## config.mk

```make
export PLATFORM = sky130hd
export DESIGN_NAME = ahb_periph_port_arbiter
export DESIGN_NICKNAME = d
export VERILOG_FILES = /design/src/rtl/ahb_periph_port_arbiter.sv
export SDC_FILE = /design/constraint.sdc
export NUM_CORES = 1
export LEC_CHECK = 0
export ABC_AREA = 1
export BUFFER_PORTS_ARGS = -buffer_cell sky130_fd_sc_hd__buf_2
export CORE_AREA = 2 2 147 149
export CTS_BUF_LIST = sky130_fd_sc_hd__clkbuf_2 sky130_fd_sc_hd__clkbuf_4 sky130_fd_sc_hd__clkbuf_8
export CTS_CLUSTER_SIZE = 30
export DETAILED_ROUTE_END_ITERATION = 10
export DIE_AREA = 0 0 149 151
export SETUP_SLACK_MARGIN = 0.05
export SLEW_MARGIN = 20
export SYNTH_ARGS = -nofsm -noshare
export SYNTH_HDL_FRONTEND = slang
export SYNTH_SLANG_ARGS = --single-unit
export TNS_END_PERCENT = 30
```

## constraint.sdc

```tcl
create_clock -name clock -period 1.3 [get_ports clock]
set_clock_uncertainty 0.1 [all_clocks]
set_input_delay 0.065 -clock clock [delete_from_list [all_inputs] [get_ports clock]]
set_output_delay 0.065 -clock clock [all_outputs]
set_load 0.02 [all_outputs]
```

## src/rtl/ahb_periph_port_arbiter.sv

```systemverilog
// rtl/ahb_periph_port_arbiter.sv - round-robin sharing of the single-outstanding peripheral-port bridge
// Serialises whole A/D pairs from two requesters and steers each D response to its owner.
module ahb_periph_port_arbiter #(
  parameter int ADDR_W = 32,
  parameter int DATA_W = 32,
  parameter int SRC_W  = 3
) (
  input  logic                clock,
  input  logic                reset,
  input  logic                r0_a_valid,
  output logic                r0_a_ready,
  input  logic [2:0]          r0_a_opcode,
  input  logic [2:0]          r0_a_size,
  input  logic [SRC_W-1:0]    r0_a_source,
  input  logic [ADDR_W-1:0]   r0_a_address,
  input  logic [DATA_W/8-1:0] r0_a_mask,
  input  logic [DATA_W-1:0]   r0_a_data,
  output logic                r0_d_valid,
  input  logic                r0_d_ready,
  output logic [2:0]          r0_d_opcode,
  output logic [2:0]          r0_d_size,
  output logic [SRC_W-1:0]    r0_d_source,
  output logic [DATA_W-1:0]   r0_d_data,
  output logic                r0_d_denied,
  input  logic                r1_a_valid,
  output logic                r1_a_ready,
  input  logic [2:0]          r1_a_opcode,
  input  logic [2:0]          r1_a_size,
  input  logic [SRC_W-1:0]    r1_a_source,
  input  logic [ADDR_W-1:0]   r1_a_address,
  input  logic [DATA_W/8-1:0] r1_a_mask,
  input  logic [DATA_W-1:0]   r1_a_data,
  output logic                r1_d_valid,
  input  logic                r1_d_ready,
  output logic [2:0]          r1_d_opcode,
  output logic [2:0]          r1_d_size,
  output logic [SRC_W-1:0]    r1_d_source,
  output logic [DATA_W-1:0]   r1_d_data,
  output logic                r1_d_denied,
  output logic                out_a_valid,
  input  logic                out_a_ready,
  output logic [2:0]          out_a_opcode,
  output logic [2:0]          out_a_size,
  output logic [SRC_W-1:0]    out_a_source,
  output logic [ADDR_W-1:0]   out_a_address,
  output logic [DATA_W/8-1:0] out_a_mask,
  output logic [DATA_W-1:0]   out_a_data,
  input  logic                out_d_valid,
  output logic                out_d_ready,
  input  logic [2:0]          out_d_opcode,
  input  logic [2:0]          out_d_size,
  input  logic [SRC_W-1:0]    out_d_source,
  input  logic [DATA_W-1:0]   out_d_data,
  input  logic                out_d_denied,
  output logic                busy,
  output logic                grant_id,
  output logic                err_src
);

  typedef enum logic [1:0] {IDLE, ISSUE, WAIT_D} state_e;

  state_e                state_q;
  logic                  prio_q;
  logic                  grant_q;
  logic                  err_q;
  logic [2:0]            a_opcode_q, a_size_q;
  logic [SRC_W-1:0]      a_source_q;
  logic [ADDR_W-1:0]     a_address_q;
  logic [DATA_W/8-1:0]   a_mask_q;
  logic [DATA_W-1:0]     a_data_q;

  logic                  any_req;
  logic                  win;
  logic                  accept;
  logic                  owner_d_ready;
  logic                  d_hs;
  logic [2:0]            a_opcode_d, a_size_d;
  logic [SRC_W-1:0]      a_source_d;
  logic [ADDR_W-1:0]     a_address_d;
  logic [DATA_W/8-1:0]   a_mask_d;
  logic [DATA_W-1:0]     a_data_d;

  // A lone requester always wins; prio only breaks a tie.
  always_comb begin
    any_req     = r0_a_valid | r1_a_valid;
    win         = (r0_a_valid & r1_a_valid) ? prio_q : r1_a_valid;
    a_opcode_d  = win ? r1_a_opcode  : r0_a_opcode;
    a_size_d    = win ? r1_a_size    : r0_a_size;
    a_source_d  = win ? r1_a_source  : r0_a_source;
    a_address_d = win ? r1_a_address : r0_a_address;
    a_mask_d    = win ? r1_a_mask    : r0_a_mask;
    a_data_d    = win ? r1_a_data    : r0_a_data;
  end

  assign accept        = (state_q == IDLE) && any_req;
  assign r0_a_ready    = accept && !win;
  assign r1_a_ready    = accept && win;
  assign owner_d_ready = grant_q ? r1_d_ready : r0_d_ready;
  assign out_d_ready   = (state_q == WAIT_D) && owner_d_ready;
  assign r0_d_valid    = (state_q == WAIT_D) && !grant_q && out_d_valid;
  assign r1_d_valid    = (state_q == WAIT_D) && grant_q && out_d_valid;
  assign d_hs          = out_d_valid && out_d_ready;

  assign r0_d_opcode = out_d_opcode;
  assign r0_d_size   = out_d_size;
  assign r0_d_source = out_d_source;
  assign r0_d_data   = out_d_data;
  assign r0_d_denied = out_d_denied;
  assign r1_d_opcode = out_d_opcode;
  assign r1_d_size   = out_d_size;
  assign r1_d_source = out_d_source;
  assign r1_d_data   = out_d_data;
  assign r1_d_denied = out_d_denied;

  assign out_a_valid   = (state_q == ISSUE);
  assign out_a_opcode  = a_opcode_q;
  assign out_a_size    = a_size_q;
  assign out_a_source  = a_source_q;
  assign out_a_address = a_address_q;
  assign out_a_mask    = a_mask_q;
  assign out_a_data    = a_data_q;
  assign busy          = (state_q != IDLE);
  assign grant_id      = grant_q;
  assign err_src       = err_q;

  always_ff @(posedge clock) begin
    if (!reset) begin
      state_q     <= IDLE;
      prio_q      <= 1'b0;
      grant_q     <= 1'b0;
      err_q       <= 1'b0;
      a_opcode_q  <= '0;
      a_size_q    <= '0;
      a_source_q  <= '0;
      a_address_q <= '0;
      a_mask_q    <= '0;
      a_data_q    <= '0;
    end else begin
      case (state_q)
        IDLE: begin
          if (any_req) begin
            state_q     <= ISSUE;
            grant_q     <= win;
            a_opcode_q  <= a_opcode_d;
            a_size_q    <= a_size_d;
            a_source_q  <= a_source_d;
            a_address_q <= a_address_d;
            a_mask_q    <= a_mask_d;
            a_data_q    <= a_data_d;
          end
        end
        ISSUE: begin
          if (out_a_ready) state_q <= WAIT_D;
        end
        WAIT_D: begin
          // Mismatched source is flagged but the response is still handed over.
          if (d_hs) begin
            state_q <= IDLE;
            prio_q  <= ~grant_q;
            if (out_d_source != a_source_q) err_q <= 1'b1;
          end
        end
        default: state_q <= IDLE;
      endcase
    end
  end

endmodule

```

Word level (Yosys, flattened, before mapping):

Cells that the tools add are included.

* register bits: 82
* latch bits: 0
* RAM bits: 0
* bits in read-only memories: 0
* bits of input ports: 204
* output and inout port bits: 170
* word-level logic and storage cells: 48
* memories kept: 0

* add/sub/neg operators: 0
* $mul: 0
* divide/modulo/power cells: 0
* $lt $le $gt $ge: 0
* eq/ne operators: 6
* shift-type cells: 0
* multiplexer cells: 12
* bitwise gates (word level): 3
* reductions and logical operators: 17

Operator list (number)
* $mux W32: 2
* $logic_and A1 B1 Y1: 9
* $mux W3: 3
* $mux W2: 3
* $pmux W2 S3: 1
* $reduce_and A3 Y1: 2
* $mux W4: 1
* $ne A2 B2 Y1 const B: 2
* $reduce_and A2 Y1: 2
* $ne A3 B3 Y1: 1
* $eq A2 B1 Y1 const B: 1
* $eq A2 B2 Y1 const B: 1
* $logic_not A1 Y1: 2
* $logic_not A2 Y1: 1
* $mux W1: 2
* $ne A2 B1 Y1 const B: 1
* $reduce_bool A2 Y1: 1
* $and A1 B1 Y1: 1
* $not A1 Y1: 1
* $or A1 B1 Y1: 1

Longest topological paths before layout:

Gate-level depths: netlist of the first run.

* depth in word-level cells: 5
* depth in mapped cells: 10
* mapped depth without buffers: 8

Worst setup path before layout of the first run:

Ideal clock, no wire load.

* path type: register to output
* start point: reg state_q[1]
* end point: out r0_a_ready
* arrival time: 1.276 ns
* required time: 1.135 ns
* setup slack: -0.141 ns
* stages on the path, launching flop included: 7
* buffers on the path: 1
* cell sequence: dfxtp_1 nor2_4 inv_2 nor2_4 inv_2 clkbuf_1 nor2_1

* longest elaborated chain between the ends: 3

Ends and longest elaborated chain
* start: declaration: line 62 `state_e state_q;`
* start signal: assignment: line 128 `state_q <= IDLE;`
* start signal: assignment: line 142 `state_q <= ISSUE;`
* start signal: assignment: line 153 `if (out_a_ready) state_q <= WAIT_D;`
* $logic_not A2 Y1: line 95 `assign accept = (state_q == IDLE) && any_req;`
* $logic_and A1 B1 Y1: line 95
* $logic_and A1 B1 Y1: line 96 `assign r0_a_ready = accept && !win;`
* end: declaration: line 11 `output logic r0_a_ready,`

Every way passes these cells.

Worst setup path after layout of the first run:

* start point: reg state_q[0]
* end point: out r1_a_ready

* longest elaborated chain between the ends: 3

Ends and longest elaborated chain
* $logic_not A2 Y1: line 95
* $logic_and A1 B1 Y1: line 95
* $logic_and A1 B1 Y1: line 97 `assign r1_a_ready = accept && win;`
* end: declaration: line 26 `output logic r1_a_ready,`

Every way passes these cells.

==> results.json, run 1 <==
{
  "synth_top_family_by_area": "simple AND/OR/NAND/NOR gates",
  "synth_mux_area_frac": 0,
  "leakagePower_nw": 4.48,
  "drive_above_1_share": 0.330,
  "status": "finished with violations",
  "layout_worst_path_cycle_share": 1.17,
  "dr.pass1.iters": 5,
  "critPathMostFrequentCell": "buf_4",
  "synth.cell_area_mm2": 0.00476,
  "tritoncts": "yes",
  "hold_class": "in -> out",
  "io_pins": 374,
  "start_kind": "flip-flop",
  "placed_area_mm2": 0.00592,
  "hold_violations": 0,
  "h-tree-depth": 3,
  "power.density_mw_per_mm2": 984,
  "cp_max_fo": 11,
  "io_buffers": 256,
  "ff2ff_setup_slack_ns": -0.19,
  "final_cell_mix": "buf_2 (249), nand3_1 (221), nand2_1 (162)",
  "r2r_end": "out_a_data[25]",
  "grt.overflow.total": 0,
  "r2r_cells": 10,
  "clkTransAtPathRegs_ns": 0.08,
  "setup_slack_ns": -0.219,
  "yosysSeqAreaShare": 0.345,
  "rsz0062_at_grt": "true",
  "ys_types": 15,
  "place_ws_ns": -0.154,
  "top_usage_layer": "met2",
  "setup_viol": 84,
  "grt.total_usage": 0.161,
  "slowest_stage": "dfxtp_2",
  "first_global_vias": 5796,
  "synth_nets": 938,
  "violations": "setup timing",
  "num_vias": 6046,
  "die_area_mm2": 0.0225,
  "hp-start": "out_d_data[18]",
  "drv_slew": 0,
  "cp_cell_sequence": "nor2_4, buf_4, nand2_2, inv_1, buf_4",
  "fmax_mhz": 658,
  "initial_core_util": 0.229,
  "use_met2": 0.307,
  "gp_congestion": 0.750,
  "synth-seq-cells": 82,
  "synth.avg_cell_area_um2": 6.48,
  "crit_buf_inv": 3,
  "area_delta_synth_final_pct": 70.5,
  "worst_slew_pin_slew_ns": 0.299,
  "dpl.hpwl_mm": 12.0,
  "grt_first_pass_wirelength_mm": 28.6,
  "wl_per_cell_um": 15.2,
  "diodes": 0,
  "clk_path_buf_depth": 2,
  "required_ns": 1.13,
  "met3_usage": 0.0512,
  "drt_iter0_markers": 309,
  "max_stage_delay_ns": 0.34,
  "worstPathArrival_ns": 1.35,
  "synth_fa_ha_area_frac": 0,
  "synth_compound_area_frac": 0.00526,
  "holdPathStages": 0,
  "cts_buffers": 9,
  "fp.dieW_um": 149,
  "synth_xor_area_frac": 0.00184,
  "wirelength_mm": 20.5,
  "crit_type": "reg -> out",
  "max_cap_violations": 0,
  "fin_crit_ns": 1.52,
  "clk-insertion-delay-late_ns": 0.37,
  "final_core_util": 0.390,
  "synthSimpleGateAreaFrac": 0.393,
  "design.core.area_mm2": 0.0208,
  "irDropWorstVdd_mv": 0.475,
  "finalInstanceArea_mm2": 0.00811,
  "grt_start_max_net_pins": 51,
  "synth_warnings": 0,
  "gr-usage-met1": 0.158,
  "r2r-start": "state_q[0]",
  "cp_top_family": "buffers and inverters",
  "rows": 53,
  "hold_end": "r0_d_data[18]",
  "cp-end-kind": "output pin",
  "clockRootBuffer": "clkbuf_8",
  "die_y_um": 151,
  "route.detailed.drc": 0,
  "layout.nets": 1270,
  "num-fill-cells": 2046,
  "clkSinkCount": 82,
  "final_common_cell": "buf_2",
  "relSlewSlack": 0.801,
  "synthCells": 734,
  "avgViaCountPerCell": 4.49,
  "ant_nets": 0,
  "antenna_found_initial": 0
}
-- per-layer routing --
metal	wire [µm]	up-vias
met1	7410	2735
met2	10600	358
met4	665	0
met5	0	-
met3	1820	59
li1	-	2894
-- logic make-up (layout without fill, tap and decap cells) --
family          Yosys count  count (layout)
compound gates            5               5
buf+inv                 230             567
simple gates            416             416
xor+xnor                  1               1
flops                    82              82
-- worst reg2reg max path, stage by stage (launching register included) --
cell	delay (ns)
dfxtp_2	0.34
nor2_4	0.13
inv_4	0.05
nor2_4	0.11
inv_4	0.05
buf_12	0.12
buf_4	0.19
nand2_1	0.11
nand3_2	0.08
nand2_1	0.08
inv_1	0.04
-- report_power, final --
group	internal (mW)	switching, mW
combinational	1.42	1.63
clock	1.01	1.01
sequential	2.76	0.145
total	5.20	2.78
-- through the flow --
step | instances | power, mW | hold WS [ns] | setup TNS [ns]
finish | 1346 | 7.98 | 0.0300 | -12.86
global route | 1346 | 8.48 | 0.0301 | -21.11
CTS | 1338 | 7.91 | 0.0302 | -13.66
detailed placement | 1157 | 5.28 | 0.0302 | -9.31
global placement | 1157 | 5.27 | 0.0302 | -6.94
floorplan | 734 | 4.69 | 0.114 | -4.26
-- how the worst max path moves through the flow --
stage,startpoint,endpoint,cells past startpoint
after detailed placement,state_q[0],out_a_address[7],8
final,state_q[0],r1_a_ready,5
after global routing,state_q[0],r0_a_ready,7
after floorplan,state_q[0],out_a_address[0],9
after CTS,state_q[1],r0_a_ready,7
after global placement,state_q[0],out_a_address[7],8
-- flip-flops by register name, indices dropped and copies added, names as in the netlist --
name and cells:
err_src 1, out_a_mask 4, out_a_data 32, grant_id 1, prio_q 1, out_a_address 32
out_a_size 3, state_q 2, out_a_opcode 3, out_a_source 3
-- cell usage after synthesis --
cell,number,area share
nand2_1,173,0.14
clkbuf_1,29,0.023
nor3_1,2,0.0021
buf_2,14,0.015
inv_1,94,0.074
buf_4,88,0.14
dfxtp_1,82,0.34
inv_2,3,0.0024
nand4_1,1,0.0013
nor2_4,2,0.0047
nor2_1,6,0.0047
a21oi_1,5,0.0053
xnor2_1,1,0.0018
nand3_1,232,0.24
buf_1,2,0.0016
-- area by class of cell --
| type | count | area (µm²) | area share |
|---|---|---|---|
| repair buffers | 454 | 3520 | 0.434 |
| multi-input cells | 422 | 2020 | 0.249 |
| flip-flops and latches | 82 | 1650 | 0.203 |
| inverters | 97 | 372 | 0.0458 |
| well taps | 275 | 344 | 0.0424 |
| clock buffers | 12 | 159 | 0.0196 |
| clock inverters | 4 | 50.0 | 0.00617 |
-- what timing repair did --
item,4_1_cts,5_1_grt
endpoints found under the hold margin,80,0
setup endpoints to repair,89,89
hold buffers,156,0
gates cloned,2,6
gates resized for setup,35,19
buffers inserted,7,2
pin swaps,4,2
Note: power is estimated with default switching activity, not from simulation.
==> inputs of run 2 (changes only) <==
- ABC_AREA: 1 -> default
- CORE_AREA: 2 2 147 149 -> 2 2 145 147
- DIE_AREA: 0 0 149 151 -> 0 0 147 149
==> results.json, run 2 <==
{
  "status": "finished with violations",
  "violations": "setup timing",
  "required_ns": 1.13,
  "cp-end-kind": "output pin",
  "initial_core_util": 0.219,
  "synth-async-reset-ratio": 0,
  "p_sw_frac": 0.349,
  "fp.dieW_um": 147,
  "slowest_stage": "dfxtp_4",
  "worstPathArrival_ns": 1.42,
  "clkTransAtPathRegs_ns": 0.08,
  "leakagePower_nw": 3.45,
  "tritoncts": "yes",
  "ant_nets": 0,
  "drive_above_1_share": 0.417,
  "gp_congestion": 0.816,
  "hold_violations": 0,
  "cp_cell_sequence": "a211oi_4, buf_12, and2_4, buf_6",
  "first_global_vias": 5840,
  "pwr-share-seq": 0.355,
  "setup_slack_ns": -0.288,
  "layout.nets": 1108,
  "grt.total_usage": 0.194,
  "grt_first_pass_wirelength_mm": 33.0,
  "clkSinkCount": 82,
  "max_cap_violations": 0,
  "dr.pass1.iters": 5,
  "max_stage_delay_ns": 0.38,
  "synth.cell_area_mm2": 0.00451,
  "clockRootBuffer": "clkbuf_8",
  "rows": 53,
  "synth_top_area_cell": "dfxtp_1",
  "cp_max_fo": 5,
  "setup_viol": 87,
  "die_area_mm2": 0.0219,
  "synthCells": 573,
  "hold_class": "in -> out",
  "drt_iter0_markers": 370,
  "die_y_um": 149,
  "num-fill-cells": 1983,
  "synth-seq-cells": 82,
  "p_int_mw": 5.28,
  "final_cell_mix": "buf_2 (247), dlygate4sd3_1 (156), dfxtp_1 (78)",
  "crit_type": "reg -> out",
  "synth-edff-count": 0,
  "area_delta_synth_final_pct": 81.6,
  "synth_nets": 777,
  "p_switching_mw": 2.82,
  "yosysTopAreaCellShare": 0.364,
  "antenna_found_initial": 1,
  "synthTopCellsByArea": "dfxtp_1 (36%), buf_4 (14%), a31oi_1 (11%), nand4_1 (11%), o21ai_0 (8.8%)",
  "start_kind": "flip-flop",
  "synth.avg_cell_area_um2": 7.87,
  "irDropWorstVdd_mv": 0.573,
  "setup_tns_ns": -16.29,
  "synthTopCellsByCount": "buf_4 (87), dfxtp_1 (82), o21ai_0 (79), nand3_1 (78)",
  "synth_warnings": 0,
  "power.density_mw_per_mm2": 989,
  "yosysMostFrequentCell": "buf_4",
  "wirelength_mm": 23.8,
  "final_core_util": 0.398,
  "io_pins": 374,
  "drv_slew": 0,
  "p_comb_frac": 0.405,
  "design.core.area_mm2": 0.0206,
  "grt_start_max_net_pins": 44,
  "worst_slew_pin_slew_ns": 0.444,
  "cts_buffers": 9,
  "dpl.hpwl_mm": 13.4,
  "relSlewSlack": 0.704,
  "fin_crit_ns": 1.59,
  "avgViaCountPerCell": 5.15,
  "layout_worst_path_cycle_share": 1.22,
  "wl_per_cell_um": 20.1,
  "io_buffers": 256,
  "fmax_mhz": 630,
  "yosysSeqAreaShare": 0.364,
  "ys_types": 30,
  "p_clk_frac": 0.240,
  "clk_path_buf_depth": 2,
  "rsz0062_at_grt": "true",
  "whs_ns": 0.0300,
  "synth_ff_type": "dfxtp_1",
  "grt.overflow.total": 0,
  "final_common_cell": "buf_2",
  "route.detailed.drc": 0,
  "h-tree-depth": 3,
  "clk-insertion-delay-late_ns": 0.36,
  "num_vias": 6100
}
-- run 2: cell types whose count changed after synthesis, sizes merged, moves of 4 or more --
cell and change:
nand4 +76, nand3 -154, nand2 -172, nor2 -4, a31oi +77, o21ai +80
buf -4, clkbuf +22, nor2b +4, inv -94
-- run 2: path summary, 6_finish.rpt --
check | slack, ns | end | startpoint | depth (start not counted)
min | 0.03 | r0_d_data[23] | out_d_data[23] | 0
max reg2reg | -0.26 | out_a_address[16] | state_q[1] | 5
max | -0.29 | r0_a_ready | state_q[1] | 4
min reg2reg | 0.38 | err_src | err_src | 1
-- run 2: power by group through the flow --
stage	Clock [mW]	Combinational (mW)	Sequential, mW
after detailed placement	0	2.12	2.92
final	1.95	3.28	2.88
after CTS	2.03	2.86	2.87
after global placement	0	2.11	2.92
after global routing	2.12	3.46	2.90
after floorplan	0	1.25	3.18
-- run 2: layer usage --
layer  part of all wire  wire (µm)  track usage
met5                  0          0            0
met4              0.044       1060       0.0918
met3              0.081       1920       0.0498
met2               0.49      11700        0.343
met1               0.38       9150        0.220
-- run 2: kinds of logic after synthesis --
logic type                Yosys count  synth area share
DFF                                82             0.364
muxes                               1           0.00222
and+or+nand+nor                   169             0.212
buffers and inverters             154             0.207
xor gates and xnor gates            3           0.00583
AOI/OAI and AO/OA                 164             0.209
-- run 2: per-stage QoR --
step	worst slack, ns	power [mW]	cells	instance area, µm²
3_3_place_gp	-0.146	5.03	984	5650
3_5_place_dp	-0.141	5.04	984	5650
4_1_cts	-0.300	7.76	1172	7780
6_report	-0.288	8.10	1184	8190
5_1_grt	-0.346	8.48	1184	8190
2_1_floorplan	0.0155	4.43	573	4560
-- run 2: final cells by class --
cell class | count | area [µm²] | share of cell area
Inverter | 3 | 18.8 | 0.00229
Multi-Input combinational cell | 337 | 2160 | 0.263
Clock inverter | 3 | 40.0 | 0.00489
Tap cell | 275 | 344 | 0.0420
Sequential cell | 82 | 1650 | 0.202
Antenna cell | 1 | 2.50 | 0.000305
Clock buffer | 12 | 153 | 0.0186
Timing Repair Buffer | 471 | 3820 | 0.467
-- run 2: worst max-delay path: cells and delay by family (launching register included) --
family,cells,cell delay [ns]
flops,1,0.38
compound gates,1,0.28
buf+inv,2,0.26
simple gates,1,0.14
-- run 2: what timing repair did --
item | 4_1_cts | 5_1_grt
buffers inserted | 13 | 4
cloned | 4 | 7
gates resized for setup | 57 | 90
setup endpoints to repair | 89 | 90
pin swaps | 9 | 30
hold buffers | 156 | 0
hold endpoints to repair | 81 | 0
==> inputs of run 3 (changes only) <==
- CORE_AREA: 2 2 145 147 -> 2 2 147 149
- DIE_AREA: 0 0 147 149 -> 0 0 149 151
==> results.json, run 3 (same netlist as run 2, synthesis figures left out) <==
{
  "relSlewSlack": 0.647,
  "h-tree-depth": 3,
  "worst_slew_pin_slew_ns": 0.529,
  "grt.overflow.total": 0,
  "fmax_mhz": 639,
  "io_buffers": 256,
  "power.density_mw_per_mm2": 1050,
  "max_cap_violations": 0,
  "setup_slack_ns": -0.265,
  "drive_above_1_share": 0.417,
  "placed_area_mm2": 0.00568,
  "required_ns": 1.13,
  "num_vias": 6164,
  "cp_max_fo": 5,
  "dr.pass1.iters": 7,
  "rsz0062_at_grt": "true",
  "clkSinkCount": 82,
  "final_cell_mix": "buf_2 (248), dlygate4sd3_1 (156), dfxtp_1 (78)",
  "clockRootBuffer": "clkbuf_8",
  "hold_class": "in -> out",
  "first_global_vias": 6131,
  "irDropWorstVdd_mv": 0.573,
  "cp-end-kind": "output pin",
  "avgViaCountPerCell": 5.13,
  "wl_per_cell_um": 20.6,
  "io_pins": 374,
  "clk_path_buf_depth": 2,
  "layout_worst_path_cycle_share": 1.20,
  "leakagePower_nw": 3.57,
  "status": "finished with violations",
  "finalInstanceArea_mm2": 0.00841,
  "crit_type": "reg -> out",
  "area_delta_synth_final_pct": 86.4,
  "start_kind": "flip-flop",
  "fp.dieW_um": 149,
  "worstPathArrival_ns": 1.40,
  "rows": 53,
  "gp_congestion": 0.759,
  "die_y_um": 151,
  "cts_buffers": 9,
  "final_common_cell": "buf_2",
  "tritoncts": "yes",
  "grt_start_max_net_pins": 45,
  "wirelength_mm": 24.8,
  "antenna_found_initial": 1,
  "violations": "setup timing",
  "grt_first_pass_wirelength_mm": 35.2,
  "die_area_mm2": 0.0225,
  "drv_slew": 0,
  "initial_core_util": 0.217,
  "layout.nets": 1124,
  "place_ws_ns": -0.164,
  "clk-insertion-delay-late_ns": 0.38,
  "clkTransAtPathRegs_ns": 0.09,
  "setup_viol": 87,
  "ant_nets": 0,
  "fin_crit_ns": 1.57,
  "grt.total_usage": 0.208,
  "drt_iter0_markers": 365,
  "route.detailed.drc": 0,
  "dpl.hpwl_mm": 13.5,
  "hold_violations": 0,
  "design.core.area_mm2": 0.0208,
  "ff2ff_setup_slack_ns": -0.27
}
==> run 3: cell count changes in the layout (fill, tap and decap cells not counted), moves of 3 or more <==
| cell | change |
|---|---|
| buf_16 | +7 |
| buf_4 | +9 |
| clkbuf_16 | -4 |
| nand3_1 | +9 |
| nand3_2 | -7 |
| nor2b_4 | -3 |
| o21ai_0 | +5 |
==> run 3: path summary, 6_finish.rpt <==
kind,from,to,cells past startpoint
worst max-delay path,state_q[1],r1_a_ready,6
worst min-delay path,out_d_data[5],r0_d_data[5],0
worst max register to register,state_q[1],out_a_mask[2],7
worst min register to register,err_src,err_src,1
==> run 3: layout make-up <==
class / instances / area, µm²
clock buffer: 10 / 131
antenna: 1 / 2.50
sequential: 82 / 1650
multi-input combinational: 337 / 2090
fill: 1991 / 12400
clock inverter: 6 / 115
tap: 275 / 344
timing repair buffer: 487 / 4050
inverter: 3 / 18.8
==> run 3: per-layer routing <==
layer | vias up | share of wire | track usage
li1 | 2773 | - | -
met1 | 2875 | 0.39 | 0.231
met2 | 425 | 0.48 | 0.358
met3 | 91 | 0.080 | 0.0509
met4 | 0 | 0.051 | 0.128
met5 | - | 0 | 0
==> run 3: power by group <==
part	total (mW)	switching [mW]	leakage [nW]	internal [mW]
Sequential	2.88	0.136	0.678	2.74
Clock	2.40	1.09	0.120	1.31
Combinational	3.53	1.76	2.77	1.77
==> run 3: repair_timing <==
action                     4_1_cts  5_1_grt
setup endpoints to repair       90       90
hold buffers                   156        0
buffers inserted                17        6
cloned                          13        1
resized for setup              104       42
hold endpoints to repair        80        0
pin swaps                       46       27
==> run 3: worst max-delay path: stages (launching register included) <==
cell	delay, ns
dfxtp_4	0.38
nor2_4	0.17
buf_6	0.13
buf_6	0.09
nand3_4	0.07
inv_2	0.06
buf_6	0.11
==> run 3: per-stage QoR <==
step                 util  total power [mW]  cells  hold slack (ns)  setup TNS (ns)
CTS                 0.397              8.79   1195           0.0302          -17.98
floorplan               -              4.43    573           0.0825               0
finish              0.404              8.80   1201           0.0300          -16.22
detailed placement  0.273              5.07    993           0.0302           -7.77
global placement    0.273              5.06    993           0.0302           -5.79
global route        0.404              9.21   1201           0.0300          -23.19
